[config.mk]
export PLATFORM = sky130hd
export DESIGN_NAME = shift_pattern_tx
export DESIGN_NICKNAME = d
export VERILOG_FILES = /design/src/rtl/shift_pattern_tx.sv
export SDC_FILE = /design/constraint.sdc
export NUM_CORES = 1
export LEC_CHECK = 0
export ABC_AREA = 1
export CORE_ASPECT_RATIO = 1.75
export CORE_MARGIN = 2
export CORE_UTILIZATION = 45
export CTS_CLUSTER_DIAMETER = 50
export DETAILED_ROUTE_END_ITERATION = 10
export PLACE_DENSITY = 0.71
export SYNTH_ARGS = -nofsm -noshare
export SYNTH_HDL_FRONTEND = slang
export SYNTH_SLANG_ARGS = --single-unit
export TNS_END_PERCENT = 50
[constraint.sdc]
create_clock -name clk -period 1.9 [get_ports clk]
set_clock_uncertainty 0.1 [all_clocks]
set_input_delay 0.57 -clock clk [delete_from_list [all_inputs] [get_ports clk]]
set_output_delay 0.57 -clock clk [all_outputs]
set_load 0.005 [all_outputs]
[src/rtl/shift_pattern_tx.sv]
// shift_pattern_tx: serial pattern transmitter.
// Loads a WIDTH-bit pattern and shifts it out MSB-first, one bit per tick_en,
// sending the frame (repeat_val+1) times back-to-back, then one TAIL tick.
// Optional build macro: SHIFT_PATTERN_TX_PARITY_EN adds one even-parity bit
// (PAR state) after the data bits of every frame.
module shift_pattern_tx #(
    parameter int unsigned WIDTH    = 4,
    parameter int unsigned REPEAT_W = 4
) (
    input  logic                clk,
    input  logic                rst,
    input  logic                tick_en,
    input  logic                load_valid,
    output logic                load_ready,
    input  logic [WIDTH-1:0]    pattern,
    input  logic [REPEAT_W-1:0] repeat_val,
    input  logic                abort,
    output logic                d_out,
    output logic                d_valid,
    output logic                busy,
    output logic                done,
    output logic [WIDTH-1:0]    cur_pattern
);

    localparam int unsigned BIT_W = (WIDTH > 1) ? $clog2(WIDTH) : 1;
    localparam logic [BIT_W-1:0] LAST_BIT = BIT_W'(WIDTH - 1);

    typedef enum logic [1:0] {
        IDLE  = 2'd0,
        SHIFT = 2'd1,
        PAR   = 2'd2,
        TAIL  = 2'd3
    } state_t;

    state_t              state;
    logic [WIDTH-1:0]    shreg;
    logic [BIT_W-1:0]    bit_cnt;
    logic [REPEAT_W-1:0] frame_cnt;

    // Transmit FSM with registered outputs; abort overrides everything else.
    always_ff @(posedge clk or posedge rst) begin
        if (rst) begin
            state       <= IDLE;
            shreg       <= '0;
            bit_cnt     <= '0;
            frame_cnt   <= '0;
            cur_pattern <= '0;
            d_out       <= 1'b0;
            d_valid     <= 1'b0;
            done        <= 1'b0;
            busy        <= 1'b0;
            load_ready  <= 1'b1;
        end else begin
            d_valid <= 1'b0;
            done    <= 1'b0;
            if (abort) begin
                state      <= IDLE;
                d_out      <= 1'b0;
                busy       <= 1'b0;
                load_ready <= 1'b1;
            end else begin
                case (state)
                    IDLE: begin
                        // Accept cycle ignores tick_en; first bit leaves on the next tick.
                        if (load_valid) begin
                            shreg       <= pattern;
                            cur_pattern <= pattern;
                            frame_cnt   <= repeat_val;
                            bit_cnt     <= '0;
                            state       <= SHIFT;
                            busy        <= 1'b1;
                            load_ready  <= 1'b0;
                        end
                    end
                    SHIFT: begin
                        if (tick_en) begin
                            d_out   <= shreg[WIDTH-1];
                            shreg   <= shreg << 1;
                            d_valid <= 1'b1;
                            if (bit_cnt == LAST_BIT) begin
                                bit_cnt <= '0;
`ifdef SHIFT_PATTERN_TX_PARITY_EN
                                state <= PAR;
`else
                                if (frame_cnt != '0) begin
                                    frame_cnt <= frame_cnt - REPEAT_W'(1);
                                    shreg     <= cur_pattern;
                                end else begin
                                    state <= TAIL;
                                end
`endif
                            end else begin
                                bit_cnt <= bit_cnt + BIT_W'(1);
                            end
                        end
                    end
`ifdef SHIFT_PATTERN_TX_PARITY_EN
                    PAR: begin
                        // Even parity bit, then either the next frame or the tail.
                        if (tick_en) begin
                            d_out   <= ^cur_pattern;
                            d_valid <= 1'b1;
                            if (frame_cnt != '0) begin
                                frame_cnt <= frame_cnt - REPEAT_W'(1);
                                shreg     <= cur_pattern;
                                state     <= SHIFT;
                            end else begin
                                state <= TAIL;
                            end
                        end
                    end
`endif
                    TAIL: begin
                        // Last bit stays up one full tick period before returning low.
                        if (tick_en) begin
                            d_out      <= 1'b0;
                            done       <= 1'b1;
                            state      <= IDLE;
                            busy       <= 1'b0;
                            load_ready <= 1'b1;
                        end
                    end
                    default: begin
                        state      <= IDLE;
                        busy       <= 1'b0;
                        load_ready <= 1'b1;
                    end
                endcase
            end
        end
    end

endmodule

### After elaboration in Yosys (flattened, before gate mapping)

Cells that the tools add are included.

* register bits after elaboration: 21
* latch bits: 0
* memory bits (writable): 0
* bits in read-only memories: 0
* input port bits: 13
* logic and storage cells: 73
* memories kept: 0

* add/sub/neg operators: 2
* multiply operators: 0
* div/mod/pow operators: 0
* order comparisons: 0
* equal/unequal tests: 13
* shift operators: 0
* multiplexer cells: 37
* bitwise operators: 1
* reductions and logical operators: 10

Operators by type and width (number)
* $mux W4: 8
* $mux W2: 9
* $pmux W4 S2: 2
* $ne A3 B3 Y1 const B: 5
* $mux W1: 13
* $ne A2 B2 Y1 const B: 5
* $reduce_and A3 Y1: 3
* $pmux W1 S3: 2
* $pmux W2 S3: 1
* $reduce_and A6 Y1: 1
* $reduce_and A5 Y1: 1
* $eq A2 B2 Y1 const B: 2
* $pmux W2 S2: 1
* $reduce_and A4 Y1: 1
* $reduce_bool A4 Y1: 1
* $sub A4 B1 Y4 const B: 1
* $reduce_bool A3 Y1: 1
* $add A2 B1 Y2 const B: 1
* $eq A2 B1 Y1 const B: 1
* $logic_not A2 Y1: 1
* $pmux W1 S2: 1
* $reduce_bool A2 Y1: 1
* $not A1 Y1: 1

### Depth between registers and ports, before layout

Gate-level depths: netlist (run 1).

* depth after elaboration: 6
* gate-level depth with buffers: 9
* depth with buffers taken out: 9

### Least setup slack after synthesis (run 1)

OpenSTA, ideal clock, no wires.

* path type: input to register
* from: in abort
* to: reg shreg[1]
* data arrival time: 1185 ps
* data required time: 1683 ps
* setup slack: 498 ps
* stages on the path: 7
* path through: nor2_4 nand3_1 nand2_2 buf_6 nand2_1 nor2_1 nor2_1

* word-level cells in the longest chain between the ends: 2

Ends and longest elaborated chain
* start: declaration: RTL line 17 `input logic abort,`
* $not A1 Y1 (no source line)
* $reduce_and A4 Y1 (no source line)
* end signal: assignment: RTL line 66 `shreg <= pattern;`
* end signal: assignment: RTL line 78 `shreg <= shreg << 1;`
* end signal: assignment: RTL line 87 `shreg <= cur_pattern;`
* end: declaration: RTL line 36 `logic [WIDTH-1:0] shreg;`

Every way passes these cells.
A chain may end at the register's enable or synchronous reset.

### Worst setup path in the final report (run 1)

* from: reg cur_pattern[1]
* to: out cur_pattern[1]

RTL lines
* start: declaration: RTL line 22 `output logic [WIDTH-1:0] cur_pattern`
* start signal: assignment: RTL line 67 `cur_pattern <= pattern;`

No word-level cell between the ends.

==> reports/qor.csv, run 1 <==
metric,value,unit
syn_area_per_cell,8.431,µm²
total of max-cap violations,0,
Logic pwr share,47.6,%
vias in the first global route,916,
Top-Level Pins,22,
peak supply drop,0.8140,mV
synthesis-to-finish area growth,31.28,%
cell accounting for the most synthesized area,dfrtp_1,
vias per inst,5.186,
Tot Pwr,2.058,mW
GRT Util Overall,18.81,%
total CTS buffers,3,
top_reg_cell synth,dfrtp_1,
GRT Residual Overflow,0,
main combinational cell family by area after synthesis,simple AND/OR/NAND/NOR gates,
syn nets,145,
NetSw,0.7896,mW
largest stage delay on the critical path,0.51,ns
clock group share of total power,13.8,%
layout cells sized above 1,17.18,%
"Core Util, Final",62.50,%
Post-Syn Area,1096,µm²
fraction of registers with async set/reset,100.0,%
PwrDens,1430,nW/µm²
endpoints failing hold,0,
Synth top area share,45.66,%
Period minus WS final,1.815,ns
Antenna Diode Count,0,
clk sinks,21,
most frequent cells in the layout,"nand2_1 (34), dfrtp_1 (20), clkdlybuf4s50_1 (20)",
"delay-heaviest family, CP",buffers and inverters,
initial antenna violation count,0,
Initial Utilization,47.61,%
CTS Buffer Depth,2,
CP Max Fanout,3,
mux cell area share after synthesis,4.110,%
dpl ws,-0.1464,ns
layer with the highest usage,met2,
Simple-Gate Fraction of Synth Area,31.62,%
Final Max Tran Viols,0,
"commonest non-fill, non-tap cell in the layout",nand2_1,
clk_lat worst skew,0.26,ns
Lkg Pwr,0.7026,nW
grt met1 use,23.50,%
Fill cells,206,
period utilization,95.53,%
Hold Path Class,reg2reg,
Worst Tran Pin Value,0.2807,ns
"top cells by area, synth","dfrtp_1 (46%), nand2_1 (12%), nor2_1 (5.8%)",
final setup margin,0.08489,ns
DR vias,975,
detailed placer's ending HPWL,1740,µm
grt met3 use,5.128,%
startpoint class of the critical path,flop,
drc violations,0,
critical path required time,1.23,ns
status,"finished, final reports clean",
setup TNS,0,ns
met2 Resource Use GR,29.69,%
"Critical Path, Cell by Cell",clkdlybuf4s50_1,
Routed WL,2257,µm
#FFs+latches synth,21,
fmax,0.5509,GHz
Post-synth EDFFs,0,
post-cts hold buffer count,0,
first-pass GRT wire length,3746,µm
I/O Buffers,21,
post-synthesis sequential area ratio,48.06,%
Placer Congestion,0.7828,
initial DRC count,32,
Crit Path Class,reg2out,
post-synthesis compound-gate area fraction,5.936,%
CP Buf/Inv Count,1,
die width,41.31,µm
Core ar.,2302,µm²
YS warnings,0,
CTS H-Tree Depth,1,
Net Sw Frac,38.37,%
count of cell types in the netlist,24,
sequential power share,38.6,%
xor/xnor cell area share of the yosys netlist,0.7991,%
die extent in y,69.29,µm
Post-Synth Adder-Cell Area,2.283,%
largest net degree at the start of global routing,22,
clock root cell,clkbuf_8,
DR WL/cell,12.01,µm
"CTS clk-pin slew, worst paths",0.07,ns
RSZ-0062 raised after global routing,false,
CP max-delay cell,clkdlybuf4s50_1,
Layout Nets,179,
Die Area,2862,µm²
Crit path arrival time,1.15,ns
Mapped Cells,130,
max_slew headroom,81.28,%
endpoints failing setup,0,
row count,23,
critical path endpoint category,output port,
CTS tree,built,
Internal,1.268,mW
"antenna viol nets, final",0,
DRT Pass-1 Iters,4,
==> per-layer routing <==
layer	vias up	wire (µm)
met4	0	36
met5	-	0
met1	461	926
met3	4	83
met2	17	1211
li1	493	-
==> worst min-delay path, delay by kind of cell (launching register included) <==
kind	cells	cell delay (ns)
AO/OA/AOI/OAI	1	0.07
flip-flops	1	0.37
AND/OR/NAND/NOR	1	0.05
==> per-stage QoR <==
| step | hold slack [ns] | cell area, µm² | cells |
|---|---|---|---|
| finish | 0.3901 | 1439 | 188 |
| global placement | 0.3836 | 1375 | 182 |
| floorplan | 0.3654 | 1096 | 130 |
| detailed placement | 0.3774 | 1375 | 182 |
| global route | 0.4419 | 1439 | 188 |
| CTS | 0.3957 | 1419 | 186 |
==> power by group through the flow <==
| stage | clock (mW) | combinational [mW] | sequential [mW] |
|---|---|---|---|
| global placement | 0 | 0.943 | 0.800 |
| CTS | 0.292 | 0.969 | 0.795 |
| floorplan | 0 | 0.655 | 0.767 |
| detailed placement | 0 | 0.972 | 0.802 |
| finish | 0.284 | 0.980 | 0.794 |
| global route | 0.303 | 1.13 | 0.821 |
==> registers in the layout, summed over array words and instances, names as in the netlist <==
register	count
state	2
done	1
d_out	1
bit_cnt	2
d_valid	1
frame_cnt	4
load_ready	1
shreg	4
cur_pattern	4
busy	1
==> cell usage after synthesis, types with 2 or more instances <==
| cell | n |
|---|---|
| o21ai_0 | 7 |
| nand4_1 | 5 |
| ha_1 | 2 |
| nand3_1 | 10 |
| buf_6 | 2 |
| inv_1 | 11 |
| nand2_1 | 34 |
| inv_2 | 2 |
| nor3_1 | 2 |
| dfrtp_1 | 20 |
| nand2_2 | 3 |
| mux2_2 | 4 |
| nor2_1 | 17 |
==> path summary, 6_finish.rpt <==
path	start	endpoint	slack, ns	cells past startpoint
min in group asynchronous	rst	busy$_DFFE_PP0P_	0.55	3
hold / removal	load_ready$_DFFE_PP1P_	load_ready$_DFFE_PP1P_	0.39	2
setup / recovery	cur_pattern[1]$_DFFE_PP0P_	cur_pattern[1]	0.08	1
setup reg to reg	frame_cnt[0]$_DFFE_PP0P_	frame_cnt[1]$_DFFE_PP0P_	0.30	9
hold reg to reg	load_ready$_DFFE_PP1P_	load_ready$_DFFE_PP1P_	0.39	2
max in group asynchronous	rst	load_ready$_DFFE_PP1P_	0.87	3
==> cell families after synthesis <==
logic type	after synthesis
compound gates	11
xor+xnor	1
fa+ha+maj	2
buf+inv	16
flops	21
mux	4
simple gates	75
==> area by class of cell <==
class                           count  area, µm²  share of cell area [%]
Timing Repair Buffer               32      291.5                   20.26
Tap cell                           25      31.28                   2.174
Sequential cell                    21      526.8                   36.61
Clock buffer                        4      45.04                   3.130
Multi-Input combinational cell     93      495.5                   34.43
Inverter                           13      48.80                   3.391
==> what timing repair did <==
action | CTS | global route
resized for setup | 1 | 1
endpoints found under the setup margin | 1 | 1
buffers inserted | 0 | 2
pin swaps | 0 | 1
(Power assumes the default switching activity.)
==> inputs of run 2 (changes only) <==
--- a/config.mk
+++ b/config.mk
@@ -5,8 +5,7 @@
 export SDC_FILE = /design/constraint.sdc
 export NUM_CORES = 1
 export LEC_CHECK = 0
-export ABC_AREA = 1
-export CORE_ASPECT_RATIO = 1.75
+export CORE_ASPECT_RATIO = 0.8
 export CORE_MARGIN = 2
 export CORE_UTILIZATION = 45
 export CTS_CLUSTER_DIAMETER = 50
==> run 2 against run 1 <==
Against the previous run:
- cell count down 2.7%
- sequential power down 28%
- die area up 3.1%
- sequential share of layout area down 1.3 points
- register-to-register slack worse by 0.19 ns
- routed wire length up 7.3%
- area after synthesis up 3.9%
- non-clock buffer count unchanged
- global-route usage down 1.2 points
- combinational power down 71%
- via count down 2.6%
- worst setup slack worse by 0.027 ns
- critical endpoint is now d_out
- largest power group is now sequential cells
==> reports/qor.csv, run 2 <==
metric,value,unit
status,"finished, final reports clean",
Mapped Cells,114,
CP Max Fanout,2,
syn nets,129,
drc violations,0,
setup TNS,0,ns
#FFs+latches synth,21,
Lkg Pwr,0.6992,nW
CP max-delay cell,clkdlybuf4s50_1,
Core ar.,2422,µm²
"antenna viol nets, final",0,
layout cells sized above 1,17.01,%
final non-filler cell total,183,
Reg2Reg Setup Slack,0.11,ns
Worst Tran Pin Value,0.3540,ns
hold_ws,0.3751,ns
top flop regs,"cur_pattern: 4 flops, frame_cnt: 4 flops, shreg: 4 flops",
critical path endpoint category,output port,
synthesis-to-finish area growth,31.10,%
total of max-cap violations,0,
vias in the first global route,883,
Placer Congestion,0.7956,
syn_area_per_cell,9.988,µm²
"top cells by area, synth","dfrtp_1 (44%), a21oi_1 (4.8%), mux2_1 (4.0%)",
Hold Path Class,in2async,
Final Max Tran Viols,0,
final instance area,1493,µm²
"Core Util, Final",61.62,%
fraction of registers with async set/reset,100.0,%
first-pass GRT wire length,3967,µm
final setup margin,0.05823,ns
Tot Pwr,1.069,mW
Post-Syn Area,1139,µm²
vias per inst,5.191,
Antenna Diode Count,0,
CTS tree,built,
dpl ws,-0.2113,ns
area post-placement,1454,µm²
most frequent cells in the layout,"dfrtp_1 (20), clkdlybuf4s50_1 (15), nor2_1 (12)",
RSZ-0062 raised after global routing,false,
count of cell types in the netlist,39,
CP Buf/Inv Count,1,
Period minus WS final,1.842,ns
endpoints failing setup,0,
Post-synth EDFFs,0,
die extent in y,48.99,µm
top_reg_cell synth,dfrtp_1,
initial DRC count,17,
largest stage delay on the critical path,0.50,ns
cell accounting for the most synthesized area,dfrtp_1,
setup bufs post-CTS,0,
clock root cell,clkbuf_4,
DR vias,950,
GRT Util Overall,17.59,%
die width,60.24,µm
"CTS clk-pin slew, worst paths",0.12,ns
fmax,0.5430,GHz
Layout Nets,163,
CTS H-Tree Depth,1,
Synth top area share,43.96,%
Routed WL,2422,µm
Initial Utilization,47.00,%
DR WL/cell,13.23,µm
Commonest cells post-synth,"dfrtp_1 (20), nor2_1 (12), a21oi_1 (11)",
PwrDens,716.1,nW/µm²
CTS Buffer Depth,2,
"commonest non-fill, non-tap cell in the layout",dfrtp_1,
Crit path arrival time,1.17,ns
clk sinks,21,
endpoints failing hold,0,
I/O Buffers,21,
YS warnings,0,
period utilization,96.94,%
GRT Residual Overflow,0,
"Critical Path, Cell by Cell",clkdlybuf4s50_1,
critical path required time,1.23,ns
total CTS buffers,3,
initial antenna violation count,0,
Top-Level Pins,22,
largest net degree at the start of global routing,13,
max_slew headroom,76.07,%
"delay-heaviest family, CP",buffers and inverters,
Crit Path Class,reg2out,
DRT Pass-1 Iters,4,
detailed placer's ending HPWL,1868,µm
Die Area,2951,µm²
row count,16,
clk_lat worst skew,0.30,ns
most numerous cell in the Yosys netlist,dfrtp_1,
post-synthesis sequential area ratio,46.26,%
peak supply drop,0.4238,mV
Placed Cells incl. Taps,179,
startpoint class of the critical path,flop,
run 2: cell count changes after synthesis, sizes merged, moves of 6 or more:
cell / before / now
a21oi: 0 / 13
inv: 13 / 5
nand2: 37 / 7
nand3: 12 / 1
nor2: 19 / 13
run 2: area by class of cell:
class | count | area [µm²]
Inverter | 5 | 18.77
Multi-Input combinational cell | 85 | 570.5
Clock inverter | 1 | 5.005
Fill cell | 210 | 929.6
Tap cell | 36 | 45.04
Timing Repair Buffer | 32 | 304.0
Clock buffer | 3 | 22.52
Sequential cell | 21 | 526.8
run 2: where the power goes:
part	internal [mW]	switching [mW]
sequential	0.515	0.0558
combinational	0.159	0.121
clock	0.0786	0.139
run 2: per-layer routing:
metal	up-vias	GRT usage, %	share of wire, %
li1	473	-	-
met3	0	4.775	4.8
met2	21	27.17	44
met4	0	1.852	0
met5	-	0	0
met1	456	25.42	52
run 2: path summary, 6_finish.rpt:
| check | to | cells past startpoint | start |
|---|---|---|---|
| worst max register to register | shreg[3]$_DFFE_PP0P_ | 6 | frame_cnt[0]$_DFFE_PP0P_ |
| worst min register to register | bit_cnt[1]$_DFFE_PP0P_ | 2 | bit_cnt[1]$_DFFE_PP0P_ |
| worst max-delay path | d_out | 1 | d_out$_DFFE_PP0P_ |
| max in group asynchronous | load_ready$_DFFE_PP1P_ | 3 | rst |
| worst min-delay path | frame_cnt[2]$_DFFE_PP0P_ | 2 | rst |
| min in group clk | bit_cnt[1]$_DFFE_PP0P_ | 2 | bit_cnt[1]$_DFFE_PP0P_ |
run 2: cells by family (layout without fill, tap and decap cells):
| group | count (synthesis) | after routing | share of synthesized area (%) |
|---|---|---|---|
| buf+inv | 8 | 41 | 3.626 |
| simple gates | 44 | 44 | 23.74 |
| compound gates | 35 | 35 | 20.22 |
| fa+ha+maj | 2 | 2 | 2.197 |
| flops | 21 | 21 | 46.26 |
| mux | 4 | 4 | 3.956 |
run 2: what timing repair did:
action	CTS	global route
endpoints found under the setup margin	1	5
resized for setup	1	5
pin swaps	0	0
hold buffers	0	0
==> inputs of run 3 (changes only) <==
--- a/config.mk
+++ b/config.mk
@@ -5,12 +5,11 @@
 export SDC_FILE = /design/constraint.sdc
 export NUM_CORES = 1
 export LEC_CHECK = 0
-export CORE_ASPECT_RATIO = 0.8
 export CORE_MARGIN = 2
-export CORE_UTILIZATION = 45
+export CORE_UTILIZATION = 50
 export CTS_CLUSTER_DIAMETER = 50
 export DETAILED_ROUTE_END_ITERATION = 10
-export PLACE_DENSITY = 0.71
+export PLACE_DENSITY = 0.77
 export SYNTH_ARGS = -nofsm -noshare
 export SYNTH_HDL_FRONTEND = slang
 export SYNTH_SLANG_ARGS = --single-unit
==> run 3 against run 2 <==
Against the previous run:
- count of clock-buffer cells in the layout did not move
- sequential share of layout area barely moved
- core utilization rose by 6.5 points
- via count rose by 4.7%
- total power rose by 1.9%
- global-route usage rose by 4.3 points
- design area barely moved
- die area fell by 9.4%
- combinational power rose by 3%
- highest routed layer is now met4
==> reports/qor.csv, run 3 (synthesis results as in run 2) <==
metric,value,unit
Final Max Tran Viols,0,
Die Area,2675,µm²
first-pass GRT wire length,4215,µm
"delay-heaviest family, CP",buffers and inverters,
CTS Buffer Depth,2,
Placer Congestion,0.8271,
CP Buf/Inv Count,1,
Period minus WS final,1.820,ns
largest net degree at the start of global routing,22,
Lkg Pwr,0.7146,nW
Crit Path Class,reg2out,
endpoints failing setup,0,
Initial Utilization,51.97,%
post-cts hold buffer count,0,
layout cells sized above 1,18.24,%
initial antenna violation count,0,
detailed placer's ending HPWL,1853,µm
clk sinks,21,
Internal,0.7596,mW
critical path required time,1.23,ns
Antenna Diode Count,0,
GRT Util Overall,21.91,%
die width,51.72,µm
row count,17,
max_slew headroom,74.44,%
Layout Nets,164,
Net Sw Frac,30.24,%
drc violations,0,
sequential power share,52.7,%
DRT Pass-1 Iters,4,
Worst Tran Pin Value,0.3781,ns
clk_lat worst skew,0.31,ns
Top-Level Pins,22,
Tot Pwr,1.089,mW
endpoints failing hold,0,
vias per inst,5.653,
fmax,0.5495,GHz
DR WL/cell,14.20,µm
"commonest non-fill, non-tap cell in the layout",dfrtp_1,
Logic pwr share,26.6,%
initial DRC count,7,
clock root cell,clkbuf_4,
peak supply drop,0.5486,mV
total of max-cap violations,0,
clock group share of total power,20.7,%
"CTS clk-pin slew, worst paths",0.12,ns
"Critical Path, Cell by Cell",clkdlybuf4s50_1,
synthesis-to-finish area growth,30.99,%
top flop regs,"cur_pattern: 4 flops, frame_cnt: 4 flops, shreg: 4 flops",
startpoint class of the critical path,flop,
GRT Residual Overflow,0,
Core ar.,2191,µm²
I/O Buffers,21,
"antenna viol nets, final",0,
vias in the first global route,970,
total CTS buffers,3,
DR vias,995,
critical path endpoint category,output port,
Crit path arrival time,1.15,ns
status,"finished, final reports clean",
CP max-delay cell,clkdlybuf4s50_1,
period utilization,95.78,%
CTS tree,built,
PwrDens,730.1,nW/µm²
CTS H-Tree Depth,1,
largest stage delay on the critical path,0.49,ns
most frequent cells in the layout,"dfrtp_1 (20), clkdlybuf4s50_1 (14), nor2_1 (12), buf_4 (12), a21oi_1 (11)",
die extent in y,51.72,µm
RSZ-0062 raised after global routing,false,
Hold Path Class,reg2reg,
Routed WL,2500,µm
CP Max Fanout,1,
hold_ws,0.4045,ns
NetSw,0.3293,mW
run 3: changes by cell type in the layout (fill, tap and decap cells not counted), sizes merged:
cell and change:
clkdlybuf4s50 -1, dlygate4sd2 +1, buf +1
run 3: through the flow:
step           utilization [%]  setup WS, ns  TNS (ns)  std cells  area [µm²]
6_report                 68.08       0.08023         0        176        1491
3_5_place_dp             65.91       -0.2069    -1.634        171        1444
3_3_place_gp             65.91       -0.1719    -1.257        171        1444
4_1_cts                  67.05       0.01353         0        175        1469
5_1_grt                  68.08       0.03958         0        176        1491
2_1_floorplan                -        0.2805         0        114        1139
run 3: layout make-up:
type,instances,area [µm²]
fill,170,699.4
tap,28,35.03
multi-input combinational,85,573.1
timing repair buffer,33,310.3
clock inverter,1,5.005
clock buffer,3,22.52
sequential,21,526.8
inverter,5,18.77
run 3: power groups by stage:
stage	Sequential [mW]	Clock, mW	Combinational, mW
after floorplan	0.569	0	0.167
after global placement	0.577	0	0.283
after detailed placement	0.581	0	0.292
after CTS	0.572	0.233	0.290
after global routing	0.585	0.247	0.324
final	0.574	0.226	0.289
run 3: worst reg2reg max path: stages (launching register included):
cell     delay [ns]
dfrtp_1        0.44
inv_1          0.08
ha_1           0.21
or3b_4         0.43
and3_1         0.19
o21ai_1        0.15
a21oi_1        0.08
run 3: path summary, 6_finish.rpt:
| path | from | depth (start not counted) | slack (ns) | to |
|---|---|---|---|---|
| worst max-delay path | done$_DFF_PP0_ | 1 | 0.08 | done |
| worst min-delay path | bit_cnt[1]$_DFFE_PP0P_ | 2 | 0.40 | bit_cnt[1]$_DFFE_PP0P_ |
| worst max register to register | frame_cnt[0]$_DFFE_PP0P_ | 6 | 0.12 | shreg[3]$_DFFE_PP0P_ |
| worst min register to register | bit_cnt[1]$_DFFE_PP0P_ | 2 | 0.40 | bit_cnt[1]$_DFFE_PP0P_ |
| max in group asynchronous | rst | 3 | 0.96 | load_ready$_DFFE_PP1P_ |
| min in group asynchronous | rst | 3 | 0.47 | state[1]$_DFFE_PP0P_ |
run 3: metal layers:
layer	up-vias	GRT usage (%)	part of all wire [%]
met3	7	3.736	3.6
li1	479	-	-
met2	25	37.82	49
met1	484	25.23	44
met4	0	13.16	2.8
met5	-	0	0
run 3: what timing repair did:
action	4_1_cts	5_1_grt
endpoints found under the setup margin	2	10
gates resized for setup	2	6
buffers inserted	0	1
